### src/rtl/spi_pwm_config_ctrl_if.sv
// spi_pwm_config_ctrl_if: SPI pins in, PWM configuration registers and status pulses out
interface spi_pwm_config_ctrl_if;
  logic       sclk;
  logic       ncs;
  logic       copi;
  logic [7:0] en_reg_out_7_0;
  logic [7:0] en_reg_out_15_8;
  logic [7:0] en_reg_pwm_7_0;
  logic [7:0] en_reg_pwm_15_8;
  logic [7:0] pwm_duty_cycle;
  logic       cfg_update;
  logic       frame_err;
  modport master (
    output sclk, ncs, copi,
    input  en_reg_out_7_0, en_reg_out_15_8, en_reg_pwm_7_0, en_reg_pwm_15_8,
           pwm_duty_cycle, cfg_update, frame_err
  );
  modport slave (
    input  sclk, ncs, copi,
    output en_reg_out_7_0, en_reg_out_15_8, en_reg_pwm_7_0, en_reg_pwm_15_8,
           pwm_duty_cycle, cfg_update, frame_err
  );
endinterface

### src/rtl/spi_pwm_config_ctrl.sv
// spi_pwm_config_ctrl: oversampled SPI mode-0 write-only register port driving the PWM configuration
module spi_pwm_config_ctrl #(
  parameter int SYNC_STAGES = 2,
  parameter int MAX_ADDR    = 4
) (
  input logic                  clk,
  input logic                  rst,
  spi_pwm_config_ctrl_if.slave bus
);
  typedef enum logic [1:0] {IDLE, SHIFT, COMMIT} state_t;
  state_t               state_q;
  logic [SYNC_STAGES:0] sclk_q, ncs_q, copi_q;
  logic [15:0]          shift_q;
  logic [4:0]           cnt_q;
  logic [7:0]           regs_q [5];
  logic                 cfg_update_q, frame_err_q;
  logic                 sclk_rise, ncs_fall, ncs_rise, wr_ok;
  assign sclk_rise = sclk_q[SYNC_STAGES-1] & ~sclk_q[SYNC_STAGES];
  assign ncs_fall  = ~ncs_q[SYNC_STAGES-1] & ncs_q[SYNC_STAGES];
  assign ncs_rise  = ncs_q[SYNC_STAGES-1] & ~ncs_q[SYNC_STAGES];
  // the second address bound keeps a widened MAX_ADDR from pulsing without a real register
  assign wr_ok = (cnt_q == 5'd16) && shift_q[15] && (shift_q[14:8] <= 7'(MAX_ADDR)) && (shift_q[14:8] < 7'd5);
  always_ff @(posedge clk) begin
    if (rst) begin
      state_q      <= IDLE;
      sclk_q       <= '0;
      ncs_q        <= '1;
      copi_q       <= '0;
      shift_q      <= '0;
      cnt_q        <= '0;
      cfg_update_q <= 1'b0;
      frame_err_q  <= 1'b0;
      for (int i = 0; i < 5; i++) regs_q[i] <= '0;
    end else begin
      sclk_q       <= {sclk_q[SYNC_STAGES-1:0], bus.sclk};
      ncs_q        <= {ncs_q[SYNC_STAGES-1:0], bus.ncs};
      copi_q       <= {copi_q[SYNC_STAGES-1:0], bus.copi};
      cfg_update_q <= 1'b0;
      frame_err_q  <= 1'b0;
      case (state_q)
        IDLE: if (ncs_fall) begin
          state_q <= SHIFT;
          shift_q <= '0;
          cnt_q   <= '0;
        end
        SHIFT: if (ncs_rise) state_q <= COMMIT;
        else if (sclk_rise) begin
          shift_q <= {shift_q[14:0], copi_q[SYNC_STAGES-1]};
          cnt_q   <= (cnt_q == 5'd17) ? cnt_q : cnt_q + 5'd1;
        end
        default: begin
          state_q <= IDLE;
          if (wr_ok) begin
            for (int i = 0; i < 5; i++) if (shift_q[14:8] == 7'(i)) regs_q[i] <= shift_q[7:0];
            cfg_update_q <= 1'b1;
          end else if (cnt_q != 5'd16) frame_err_q <= 1'b1;
        end
      endcase
    end
  end
  assign bus.en_reg_out_7_0  = regs_q[0];
  assign bus.en_reg_out_15_8 = regs_q[1];
  assign bus.en_reg_pwm_7_0  = regs_q[2];
  assign bus.en_reg_pwm_15_8 = regs_q[3];
  assign bus.pwm_duty_cycle  = regs_q[4];
  assign bus.cfg_update      = cfg_update_q;
  assign bus.frame_err       = frame_err_q;
endmodule

### src/flat_wrapper.sv
// flat-port wrapper written by rule: the top's interface ports become plain ports
module spi_pwm_config_ctrl_flat 
#(
  parameter int SYNC_STAGES = 2,
  parameter int MAX_ADDR    = 4
)
  (clk, rst, bus_sclk, bus_ncs, bus_copi, bus_en_reg_out_7_0, bus_en_reg_out_15_8, bus_en_reg_pwm_7_0, bus_en_reg_pwm_15_8, bus_pwm_duty_cycle, bus_cfg_update, bus_frame_err);
  spi_pwm_config_ctrl_if bus_i ();
  input logic clk;
  input logic rst;
  input wire logic [$bits(bus_i.sclk)-1:0] bus_sclk;
  input wire logic [$bits(bus_i.ncs)-1:0] bus_ncs;
  input wire logic [$bits(bus_i.copi)-1:0] bus_copi;
  output wire logic [$bits(bus_i.en_reg_out_7_0)-1:0] bus_en_reg_out_7_0;
  output wire logic [$bits(bus_i.en_reg_out_15_8)-1:0] bus_en_reg_out_15_8;
  output wire logic [$bits(bus_i.en_reg_pwm_7_0)-1:0] bus_en_reg_pwm_7_0;
  output wire logic [$bits(bus_i.en_reg_pwm_15_8)-1:0] bus_en_reg_pwm_15_8;
  output wire logic [$bits(bus_i.pwm_duty_cycle)-1:0] bus_pwm_duty_cycle;
  output wire logic [$bits(bus_i.cfg_update)-1:0] bus_cfg_update;
  output wire logic [$bits(bus_i.frame_err)-1:0] bus_frame_err;
  assign bus_i.sclk = bus_sclk;
  assign bus_i.ncs = bus_ncs;
  assign bus_i.copi = bus_copi;
  assign bus_en_reg_out_7_0 = bus_i.en_reg_out_7_0;
  assign bus_en_reg_out_15_8 = bus_i.en_reg_out_15_8;
  assign bus_en_reg_pwm_7_0 = bus_i.en_reg_pwm_7_0;
  assign bus_en_reg_pwm_15_8 = bus_i.en_reg_pwm_15_8;
  assign bus_pwm_duty_cycle = bus_i.pwm_duty_cycle;
  assign bus_cfg_update = bus_i.cfg_update;
  assign bus_frame_err = bus_i.frame_err;
  spi_pwm_config_ctrl #(.SYNC_STAGES(SYNC_STAGES), .MAX_ADDR(MAX_ADDR)) u_core (.clk(clk), .rst(rst), .bus(bus_i));
endmodule
### config.mk
export PLATFORM = sky130hd
export DESIGN_NAME = spi_pwm_config_ctrl_flat
export DESIGN_NICKNAME = d
export VERILOG_FILES = /design/src/rtl/spi_pwm_config_ctrl_if.sv /design/src/rtl/spi_pwm_config_ctrl.sv /design/src/flat_wrapper.sv
export SDC_FILE = /design/constraint.sdc
export NUM_CORES = 1
export LEC_CHECK = 0
export CORE_MARGIN = 2
export CORE_UTILIZATION = 60
export CTS_BUF_LIST = sky130_fd_sc_hd__clkbuf_16
export DETAILED_ROUTE_END_ITERATION = 8
export DONT_BUFFER_PORTS = 1
export PLACE_DENSITY = 0.73
export SYNTH_ARGS = -nofsm -noshare
export SYNTH_HDL_FRONTEND = slang
export SYNTH_SLANG_ARGS = --single-unit
export TNS_END_PERCENT = 100
### constraint.sdc
create_clock -name clk -period 5.15 [get_ports clk]
set_input_delay 1.03 -clock clk [delete_from_list [all_inputs] [get_ports clk]]
set_output_delay 1.03 -clock clk [all_outputs]
set_load 0.01 [all_outputs]
[Yosys cells after proc, flatten, opt, wreduce, memory -nomap -nowiden]
Memories as Yosys holds them, arrays and structs flattened.
Cells that the tools add are included.
Storage, ports and cells
  bits in registers: 33
  latch bits: 0
  RAM bits: 40
  ROM bits: 0
  input bits: 5
  output and inout bits: 42
  word-level logic and storage cells: 94
  memories: 1
Cells by class
  add/sub/neg operators: 1
  $mul: 0
  divide/modulo/power cells: 0
  order comparisons: 2
  equal/unequal tests: 13
  shift-type cells: 0
  muxes and demuxes: 46
  bitwise operators: 11
  reduce and logical (&&, ||, !) cells: 12
Memory list
  u_core.regs_q: depth 5, width 8, rd ports 5, clocked after Yosys merged registers in 0, wr ports 5, RTL line spi_pwm_config_ctrl.sv:15  | logic [7:0] regs_q [5];
Operator list (count)
  $mux 16: 3
  $mux 8: 5
  $pmux 16 s2: 1
  $mux 1: 29
  $mux 5: 4
  $eq 7x2->1 const B: 2
  $eq 5x5->1 const B: 2
  $pmux 5 s2: 1
  $eq 7x1->1 const B: 1
  $eq 7x3->1 const B: 1
  $le 7x3->1 const B: 1
  $logic_not 7->1: 1
  $lt 7x3->1 const B: 1
  $ne 2x1->1 const B: 3
  $add 5x1->5 const B: 1
  $ne 5x5->1 const B: 1
  $or 1x1->1: 5
  $reduce_and 5->1: 1
  $mux 2: 2
  $ne 2x2->1 const B: 2
  $pmux 2 s2: 1
  $reduce_and 4->1: 1
  $reduce_or 4->1: 1
  $and 1x1->1: 3
  8 further kinds: 12

[Logic depth before layout (Yosys ltp)]
  depth after elaboration: 9
  depth in mapped cells: 6
  gate-level depth less buffers: 6

[Worst setup path after synthesis]
Ideal clock, no wire load.
  kind: input-to-reg
  start point: in rst
  end point: mem u_core.regs_q[1][2] (netlist: u_core.regs_q[0][10]) (enable)
  setup time: 375 ps
  arrival time: 2186 ps
  data required time: 4775 ps
  slack: 2590 ps
  cell stages on the path: 4
  path buffers: 0
  cells stage by stage: or3b_1 nor4_4 nand2_1 o21bai_1
RTL lines
  start, declared: RTL line flat_wrapper.sv:10  | input logic rst;
  end, declared: RTL line spi_pwm_config_ctrl.sv:15

==> results.yml <==
cts:
  cts-root-buf: "clkbuf_16"
  cts_tree: "built"
  cts_sinks: 73
  path_clk_slew_ns: 0.06
  clock_latency_ns: 0.33
  clockBufferDepth: 2
  h-tree-depth: 3
  cts_resized: 0
  postCtsSetupBuffers: 0
  cts_made_buffers: 9
  hold_buffers: 0
placement:
  post-dp-hpwl_um: 3183
  numPortBuffers: 0
  gp_congestion: 0.7540
synthesis:
  synth-seq-area-share: 0.6931
  synth_cells: 199
  ys_ff_latch: 73
  synth_top_family_by_area: "simple AND/OR/NAND/NOR gates"
  synth_compound_area_frac: 0.08244
  syn_area_um2: 2686
  yosysUniqueCellTypes: 42
  yosys-top-cells-area: "edfxtp_1 45%, dfxtp_1 25%, nand2_1 2.9%"
  synth_adder_area_share: 0.01397
  synth_area_leader_cell: "edfxtp_1"
  yosys.area_share.simple: 0.1812
  yosysWarnings: 0
  synth.mux.area_fraction: 0.007452
  synth.net_count: 207
  avgSynthCellArea_um2: 13.50
  synth_top_area_frac: 0.4471
  synth-xor-area-share: 0
layout:
  finish.utilization: 0.6999
  antenna_cells: 0
  n_fill_cell: 305
  syn_to_final_growth_pct: 12.67
  drive_above_1_share: 0.1675
  layout.nets: 212
worst_hold_path:
  hold_path.class: "reg -> reg"
status:
  status: "complete, no violations"
timing:
  final_max_slew_viol_count: 0
  finalSetupTns_ns: 0
  max_freq_mhz: 406.4
  fin_crit_sh: 0.4778
  tightest_slew_ns: 0.9956
  final_hold_viol_count: 0
  rsz0062_at_grt: "no"
  setup_violations: 0
  skew_ns: 0.005152
  slew_headroom: 0.3349
  layout_min_cycle_time_ns: 2.461
global_route:
  grt_pass1_wl_um: 7486
  grt_max_degree: 28
  track_usage: 0.2027
  antenna_found_initial: 0
  first_global_vias: 1541
  grt.overflow.total: 0
setup_path:
  crit_path_end_kind: "flip-flop"
  startpoint_type: "input port"
  cp_max_fo: 23
  required_ns: 5.10
  cp.arrival_ns: 2.41
  worstSetupPathType: "in -> reg"
  rrSetupSlack_ns: 2.74
power_and_ir_drop:
  total_power_w: 0.001338
  p_per_area_nw_per_um2: 441.9
  leakagePower_nw: 1.114
  ir_drop_mv: 0.2694
floorplan:
  io_pins: 47
  initial_core_util: 0.6212
  fp.dieW_um: 70.91
  die-height_um: 70.91
  row_count: 24
  core_um2: 4324
  die-area_um2: 5028
routing:
  postRouteAntennaNets: 0
  route.vias.total: 1548
  drt-initial-drc-count: 71
  wl_um: 4665
  post_drt_wl_per_cell_um: 17.87
  drc: 0
  drtPass1Iterations: 4
  viasPerCell: 5.931
flow_run:
  cap_violations: 0
-- cell type report --
type	instances	area, µm²	share of cell area
Clock inverter	7	93.84	0.03100
Clock buffer	9	225.2	0.07441
Inverter	4	15.01	0.004961
Sequential cell	73	1862	0.6151
Tap cell	52	65.06	0.02150
Multi-Input combinational cell	116	765.7	0.2530
-- kinds of logic (layout without fill, tap and decap cells) --
logic type | count (synthesis) | after routing
flip-flops | 73 | 73
AND/OR/NAND/NOR | 80 | 80
multiplexers | 2 | 2
adder cells (fa/ha/maj) | 3 | 3
buffers and inverters | 10 | 20
AO/OA/AOI/OAI | 31 | 31
-- stage by stage --
stage | hold WS (ns) | worst slack [ns] | area (µm²) | instances
after global placement | 0.4018 | 2.491 | 2708 | 245
final | 0.4143 | 2.689 | 3027 | 261
after detailed placement | 0.4076 | 2.330 | 2708 | 245
after floorplan | 0.3895 | 2.590 | 2686 | 199
after global routing | 0.4421 | 2.604 | 3027 | 261
after CTS | 0.4240 | 2.677 | 3027 | 261
-- state kept, by name (all words and copies together), names as in the netlist --
signal / flops
u_core.shift_q: 16
u_core.sclk_q: 3
u_core.bus.cfg_update: 1
u_core.state_q: 2
u_core.regs_q: 40
u_core.copi_q: 2
u_core.ncs_q: 3
u_core.bus.frame_err: 1
u_core.cnt_q: 5
-- cells in the final DEF, fill, tap and decap left out, types with 2 or more instances in the layout --
| cell type | instances |
|---|---|
| or3_1 | 2 |
| a31o_2 | 4 |
| nand4bb_1 | 2 |
| a211oi_1 | 2 |
| nand4_1 | 4 |
| nor2b_1 | 6 |
| inv_1 | 4 |
| clkbuf_16 | 9 |
| o21bai_1 | 2 |
| nand2_1 | 21 |
| a21oi_2 | 4 |
| or2_2 | 4 |
| a21oi_1 | 11 |
| ha_1 | 3 |
| nand3_1 | 3 |
| mux2i_1 | 2 |
| edfxtp_1 | 40 |
| a21o_1 | 2 |
| dfxtp_1 | 33 |
| and3_1 | 8 |
| bufinv_16 | 2 |
| nor2_1 | 15 |
| o21ai_1 | 3 |
| nand4b_1 | 2 |
-- metal layers --
layer	part of all wire	GRT usage
met1	0.40	0.2195
met2	0.52	0.3510
met3	0.057	0.07265
met4	0.013	0.1006
met5	0	0
-- cells in the mapped netlist --
cell type,instances
a211oi_1,2
or3b_4,1
or3_1,2
nor4b_2,1
and2b_1,1
nand2b_1,1
dfxtp_1,33
and3_1,8
o21ai_0,1
or2_2,4
nor2_2,1
nand2_1,21
mux2i_1,2
nand3_1,3
a31o_2,4
nor2b_1,6
nand4b_1,2
a21o_1,2
a21oi_2,4
buf_2,2
clkbuf_1,2
and3b_1,1
a41o_1,1
nor2_1,15
o21bai_1,2
edfxtp_1,40
nor4_4,1
nand4_1,4
o21ai_1,3
nor3b_1,1
or4b_4,1
buf_6,1
nand4bb_1,2
buf_8,1
or3b_1,1
nand3_4,1
inv_1,4
a21oi_1,11
and2_1,1
nor3_4,1
ha_1,3
a31oi_4,1
-- where the power goes --
part	switching [W]	total (W)	internal, W
Sequential	0.0000193	0.000653	0.000634
Combinational	0.0000251	0.0000391	0.0000139
Clock	0.000222	0.000645	0.000423
Total	0.000266	0.00134	0.00107
-- final timing paths --
| kind | startpoint | endpoint | cells after the start |
|---|---|---|---|
| max | rst | u_core.regs_q[0][14] | 4 |
| min | u_core.ncs_q[0] | u_core.ncs_q[1] | 1 |
| max reg2reg | u_core.cnt_q[0] | u_core.regs_q[0][14] | 6 |
| min reg2reg | u_core.ncs_q[0] | u_core.ncs_q[1] | 1 |
-- worst max-delay path, cell delays in order --
cell	delay (ns)
or3b_1	0.44
nor4_4	0.24
nand2_1	0.09
o21bai_1	0.61
Power figures use the tool's default switching activity.
